--- src/rtl/spi_pkg.sv ---
// Shared types and constants for the SPI slave receive path.
package spi_pkg;

  localparam int SpiByteW      = 8;
  localparam int SpiSyncStages = 2;

  typedef enum logic [1:0] {
    ST_IDLE = 2'd0,
    ST_RECV = 2'd1,
    ST_END  = 2'd2
  } spi_slave_state_e;

endpackage

--- src/rtl/spi_rx_fifo.sv ---
// Synchronous show-ahead FIFO; a pop and a push may happen in the same cycle when full.
module spi_rx_fifo #(
  parameter int Depth = 4,
  parameter int Width = 8
) (
  input  logic             clk_i,
  input  logic             rst_ni,
  input  logic             wr_en,
  input  logic [Width-1:0] wr_data,
  input  logic             rd_en,
  output logic [Width-1:0] rd_data,
  output logic             full,
  output logic             empty
);

  localparam int AddrW = $clog2(Depth);
  localparam logic [AddrW:0] DepthC = (AddrW + 1)'(Depth);
  localparam logic [AddrW:0] CountOne = (AddrW + 1)'(1);
  localparam logic [AddrW-1:0] PtrOne = AddrW'(1);

  logic [Width-1:0] mem [Depth];
  logic [AddrW-1:0] wr_ptr;
  logic [AddrW-1:0] rd_ptr;
  logic [AddrW:0]   count;
  logic             do_wr;
  logic             do_rd;

  assign empty = (count == '0);
  assign full  = (count == DepthC);
  assign do_rd = rd_en && !empty;
  // A full FIFO still accepts a write when the head leaves in the same cycle.
  assign do_wr = wr_en && (!full || do_rd);

  // Head is forced to zero when empty so the output is defined out of reset.
  assign rd_data = empty ? '0 : mem[rd_ptr];

  always_ff @(posedge clk_i or negedge rst_ni) begin
    if (!rst_ni) begin
      wr_ptr <= '0;
      rd_ptr <= '0;
      count  <= '0;
    end else begin
      if (do_wr) wr_ptr <= wr_ptr + PtrOne;
      if (do_rd) rd_ptr <= rd_ptr + PtrOne;
      case ({do_wr, do_rd})
        2'b10:   count <= count + CountOne;
        2'b01:   count <= count - CountOne;
        default: count <= count;
      endcase
    end
  end

  always_ff @(posedge clk_i) begin
    if (do_wr) mem[wr_ptr] <= wr_data;
  end

endmodule

--- src/rtl/spi_slave_rx.sv ---
// SPI slave receiver: synchronizes SCLK/MOSI/CS into clk_i, deserializes MSB-first
// bytes and queues them in a show-ahead FIFO. Handshake: a byte leaves the FIFO on
// any rising clk_i edge where rx_valid_o && rx_ready_i; rx_data_o holds until then.
module spi_slave_rx
  import spi_pkg::*;
#(
  parameter int CPOL      = 0,
  parameter int CPHA      = 0,
  parameter int FifoDepth = 4
) (
  input  logic                clk_i,
  input  logic                rst_ni,
  input  logic                spi_slave_clk_i,
  input  logic                spi_slave_mosi_i,
  input  logic                spi_slave_cs_i,
  output logic [SpiByteW-1:0] rx_data_o,
  output logic                rx_valid_o,
  input  logic                rx_ready_i,
  output logic                frame_done_o,
  output logic                frame_err_o,
  output logic                overflow_o,
  output logic                busy_o,
  output spi_slave_state_e    state_o
);

  localparam logic ClkIdle    = (CPOL != 0);
  localparam logic SampleRise = (CPOL == CPHA);
  localparam int   CntW       = $clog2(SpiByteW);
  localparam logic [CntW-1:0] LastBit = CntW'(SpiByteW - 1);
  localparam logic [CntW-1:0] CntOne  = CntW'(1);
  localparam logic [1:0]      WarmDone = 2'(SpiSyncStages + 1);

  logic [SpiSyncStages-1:0] sclk_sync;
  logic [SpiSyncStages-1:0] cs_sync;
  logic [SpiSyncStages-1:0] mosi_sync;
  logic                     sclk_hist;
  logic                     cs_hist;
  logic                     sclk_s;
  logic                     cs_s;
  logic                     mosi_s;

  always_ff @(posedge clk_i or negedge rst_ni) begin
    if (!rst_ni) begin
      sclk_sync <= {SpiSyncStages{ClkIdle}};
      cs_sync   <= '1;
      mosi_sync <= '0;
      sclk_hist <= ClkIdle;
      cs_hist   <= 1'b1;
    end else begin
      sclk_sync <= {sclk_sync[SpiSyncStages-2:0], spi_slave_clk_i};
      cs_sync   <= {cs_sync[SpiSyncStages-2:0], spi_slave_cs_i};
      mosi_sync <= {mosi_sync[SpiSyncStages-2:0], spi_slave_mosi_i};
      sclk_hist <= sclk_s;
      cs_hist   <= cs_s;
    end
  end

  assign sclk_s = sclk_sync[SpiSyncStages-1];
  assign cs_s   = cs_sync[SpiSyncStages-1];
  assign mosi_s = mosi_sync[SpiSyncStages-1];

  logic sample_edge;
  logic cs_fall;
  logic cs_rise;

  assign sample_edge = SampleRise ? (sclk_s && !sclk_hist) : (!sclk_s && sclk_hist);
  assign cs_fall     = cs_hist && !cs_s;
  assign cs_rise     = !cs_hist && cs_s;

  // The CS pipeline holds reset values right after reset, so a frame may only start
  // once a genuinely sampled CS-high has been seen; this rejects mid-frame releases.
  logic [1:0] warm_cnt;
  logic       armed;

  always_ff @(posedge clk_i or negedge rst_ni) begin
    if (!rst_ni) begin
      warm_cnt <= '0;
      armed    <= 1'b0;
    end else begin
      if (warm_cnt != WarmDone) warm_cnt <= warm_cnt + 2'd1;
      if (warm_cnt == WarmDone && cs_s) armed <= 1'b1;
    end
  end

  spi_slave_state_e state;
  spi_slave_state_e state_next;

  always_ff @(posedge clk_i or negedge rst_ni) begin
    if (!rst_ni) state <= ST_IDLE;
    else         state <= state_next;
  end

  always_comb begin
    state_next = state;
    case (state)
      ST_IDLE: if (armed && cs_fall) state_next = ST_RECV;
      ST_RECV: if (cs_rise) state_next = ST_END;
      ST_END:  state_next = ST_IDLE;
      default: state_next = ST_IDLE;
    endcase
  end

  logic [SpiByteW-1:0] shift_q;
  logic [CntW-1:0]     bit_cnt;
  logic                sample_act;
  logic                byte_done;
  logic [SpiByteW-1:0] byte_next;

  // CS rising wins over a coincident sample edge; that bit belongs to a dead frame.
  assign sample_act = (state == ST_RECV) && !cs_rise && sample_edge;
  assign byte_done  = sample_act && (bit_cnt == LastBit);
  assign byte_next  = {shift_q[SpiByteW-2:0], mosi_s};

  always_ff @(posedge clk_i or negedge rst_ni) begin
    if (!rst_ni) begin
      shift_q <= '0;
      bit_cnt <= '0;
    end else if (state == ST_IDLE && state_next == ST_RECV) begin
      shift_q <= '0;
      bit_cnt <= '0;
    end else if (sample_act) begin
      shift_q <= byte_next;
      bit_cnt <= bit_cnt + CntOne;
    end
  end

  logic fifo_full;
  logic fifo_empty;
  logic pop;

  assign pop = rx_valid_o && rx_ready_i;

  spi_rx_fifo #(
    .Depth(FifoDepth),
    .Width(SpiByteW)
  ) u_fifo (
    .clk_i  (clk_i),
    .rst_ni (rst_ni),
    .wr_en  (byte_done),
    .wr_data(byte_next),
    .rd_en  (rx_ready_i),
    .rd_data(rx_data_o),
    .full   (fifo_full),
    .empty  (fifo_empty)
  );

  always_ff @(posedge clk_i or negedge rst_ni) begin
    if (!rst_ni) overflow_o <= 1'b0;
    else         overflow_o <= byte_done && fifo_full && !pop;
  end

  assign rx_valid_o   = !fifo_empty;
  assign frame_done_o = (state == ST_END);
  assign frame_err_o  = (state == ST_END) && (bit_cnt != '0);
  assign busy_o       = (state == ST_RECV);
  assign state_o      = state;

endmodule

--- config.mk ---
export PLATFORM = sky130hd
export DESIGN_NAME = spi_slave_rx
export DESIGN_NICKNAME = d
export VERILOG_FILES = /design/src/rtl/spi_pkg.sv /design/src/rtl/spi_rx_fifo.sv /design/src/rtl/spi_slave_rx.sv
export SDC_FILE = /design/constraint.sdc
export NUM_CORES = 1
export LEC_CHECK = 0
export ABC_AREA = 1
export CAP_MARGIN = 20
export CORE_UTILIZATION = 30
export CTS_CLUSTER_SIZE = 24
export DETAILED_ROUTE_END_ITERATION = 10
export DONT_BUFFER_PORTS = 1
export PLACE_DENSITY_LB_ADDON = 0.3
export SLEW_MARGIN = 30
export SYNTH_ARGS = -nofsm -noshare
export SYNTH_HDL_FRONTEND = slang
export SYNTH_SLANG_ARGS = --single-unit
--- constraint.sdc ---
create_clock -name clk_i -period 3 [get_ports clk_i]
set_input_delay 0.6 -clock clk_i [delete_from_list [all_inputs] [get_ports clk_i]]
set_output_delay 0.6 -clock clk_i [all_outputs]
set_load 0.05 [all_outputs]
==> run_results.csv <==
group,metric,value,unit
run_status,status,"completed",
sta,finalSetupTns,0,ps
layout,n_antenna_cell,0,
setup_path,reg2reg_depth,9,
logic_synthesis,syn_avg_cell_area,11.5,um^2
power,powerDensity,896,mW/mm^2
sta,fmax,390,MHz
layout,final_nets,269,
grt,grt_overflow,0,
sta,holdWs,81.4,ps
floorplanning,rows,33,
route,ant_nets,0,
floorplanning,core_area,0.00838,mm^2
clock_network,clock_latency,340,ps
logic_synthesis,synthArstFlopShare,49.2,%
logic_synthesis,synth_fp_nets,246,
logic_synthesis,synthTopCellsByArea,"edfxtp_1 36%, dfrtp_1 27%, nor2_1 6.5%",
setup_path,critPathCaptureType,"primary output",
sta,hold_viol,0,
logic_synthesis,synth-seq-cells,63,
route,via_count,1611,
clock_network,cts-resized-gates,0,
sta,max_slew_margin,57.3,%
setup_path,start_kind,"register",
clock_network,cts.path.max_buffers,2,
place,port_buffers,0,
layout,area_growth,16.5,%
grt,antenna_found_initial,0,
logic_synthesis,ys_types,27,
floorplanning,start_util,31.5,%
place,pre_cts_slack,797,ps
logic_synthesis,synth_ff_type,"edfxtp_1",
floorplanning,die_area,0.00918,mm^2
layout,final_area,0.00308,mm^2
power,p_leak,1.26,nW
layout,final_layout_size_suffix_gt1_share,19.0,%
clock_network,cts_buffers,9,
clock_network,cts_root_buffer,"clkbuf_8",
setup_path,critPathArrivalTime,1960,ps
place,post_dp_cell_area,0.00286,mm^2
sta,fin_crit_sh,85.4,%
floorplanning,ios,21,
grt,grt_pass1_wl,7780,um
route,routed_wl,4710,um
route,dr.pass1.iters,4,
sta,slew_viol_final,0,
floorplanning,fp.dieW,95.8,um
floorplanning,die_height,95.8,um
route,drt_iter0_markers,58,
grt,grt_max_degree,29,
sta,setup_viol,0,
setup_path,path_class,"register to primary output",
setup_path,crit_path_max_fanout,18,
logic_synthesis,netlist_area,0.00264,mm^2
clock_network,cts_tree,"done",
logic_synthesis,yosysTopAreaCell,"edfxtp_1",
logic_synthesis,netlist.area_leader.share,36.4,%
route,drc_errors,0,
logic_synthesis,yosysMostFrequentCell,"nor2_1",
clock_network,postCtsSetupBuffers,0,
route,avgViaCountPerCell,4.44,
sta,rsz0062_at_grt,"false",
logic_synthesis,synth-seq-area-share,65.9,%
logic_synthesis,yosys-top-cells-count,"46 x nor2_1, 32 x edfxtp_1, 28 x dfrtp_1",
logic_synthesis,synthCells,230,
layout,fillerInstances,818,
layout,multi_input_area,764,um^2
flow_run,maxCapViolCount,0,
place,routabilityCongestion,0.765,
clock_network,ctsHtreeMaxLevel,3,
route,routedWlPerCell,13.0,um
clock_network,clock_sink_count,63,
sta,finalWorstSetupSlack,437,ps
layout,area.sequential,0.00174,mm^2
place,place_hpwl,3020,um
worst_hold_path,min_path_type,"input pin to async pin",
clock_network,cts-hold-fix-buffers,1,
grt,grt_usage,12.0,%
clock_network,clk_pin_slew,70,ps
sta,tightest_slew,641,ps
logic_synthesis,synth_enable_flop_cells,32,
power,vdd_drop_max,383,uV
sta,min_period,2560,ps
sta,skew,8.09,ps
grt,grt_pass1_vias,1561,
setup_path,worstPathRequired,2400,ps
logic_synthesis,ys_warn_count,0,
## worst max-delay path: stages, from the launching register on
cell     delay [ps]
dfrtp_1         750
inv_2           280
o21ai_0         290
a21oi_1         100
buf_4           200
## kinds of logic (layout without fill, tap and decap cells)
logic type	after synthesis	after routing	synth area share, %
flops	63	63	65.9
fa+ha+maj	10	10	5.02
buf+inv	31	59	5.12
compound gates	36	36	7.01
mux	1	1	0.427
simple gates	85	85	15.2
xor+xnor	4	4	1.33
## placed cells by master, fill, tap and decap left out, drive strengths merged
cell type  count
inv           25
bufinv         1
fa             1
clkinvlp       1
xor2           2
dfrtp         28
a21boi         1
dfstp          3
edfxtp        32
mux2           1
o21ai         25
a21o           1
clkbuf         9
buf           18
nor2          50
a21oi          9
clkinv         5
nand4          4
nand2         22
xnor2          2
ha             9
nand3          9
## sequential cells by signal (all words and copies together) (netlist names), 3 cells and up
signal        flops
u_fifo.mem       32
shift_q           7
bit_cnt           3
u_fifo.count      3
## area by class of cell
class,instances,area share (%)
clock buffer,9,4.03
clock inverter,7,2.40
inverter,25,3.05
multi-input combinational,136,24.9
sequential,63,56.6
tap,105,4.27
timing repair buffer,18,4.80
## where the power goes
part | internal, W | switching [W]
combinational | 0.000284 | 0.000684
clock | 0.000384 | 0.000335
sequential | 0.000972 | 0.0000956
## path summary, 6_finish.rpt
| check | start | endpoint | slack [ps] |
|---|---|---|---|
| max | u_fifo.rd_ptr[0]$_DFFE_PN0P_ | rx_data_o[3] | 440 |
| min | rst_ni | u_fifo.count[1]$_DFFE_PN0P_ | 80 |
| max reg2reg | state_o[0]$_DFF_PN0_ | u_fifo.count[2]$_DFFE_PN0P_ | 810 |
| min reg2reg | mosi_sync[0]$_DFF_PN0_ | mosi_sync[1]$_DFF_PN0_ | 350 |
| max in group asynchronous | rst_ni | u_fifo.count[2]$_DFFE_PN0P_ | 2760 |
| min in group clk_i | spi_slave_cs_i | cs_sync[0]$_DFF_PN1_ | 260 |
## routing by layer
metal,vias to the layer above,share of wire (%),track usage [%]
li1,809,-,-
met1,767,46,14.2
met2,27,48,19.3
met3,8,3.9,4.98
met4,0,1.9,4.85
met5,-,0,0
## stage by stage
| step | utilization (%) | total power (W) | std cells |
|---|---|---|---|
| after floorplan | - | 0.00180 | 230 |
| final | 36.7 | 0.00275 | 363 |
| after detailed placement | 34.1 | 0.00205 | 346 |
| after global routing | 36.7 | 0.00290 | 363 |
| after CTS | 36.7 | 0.00279 | 363 |
| after global placement | 34.1 | 0.00204 | 346 |
Power figures use the tool's default switching activity.
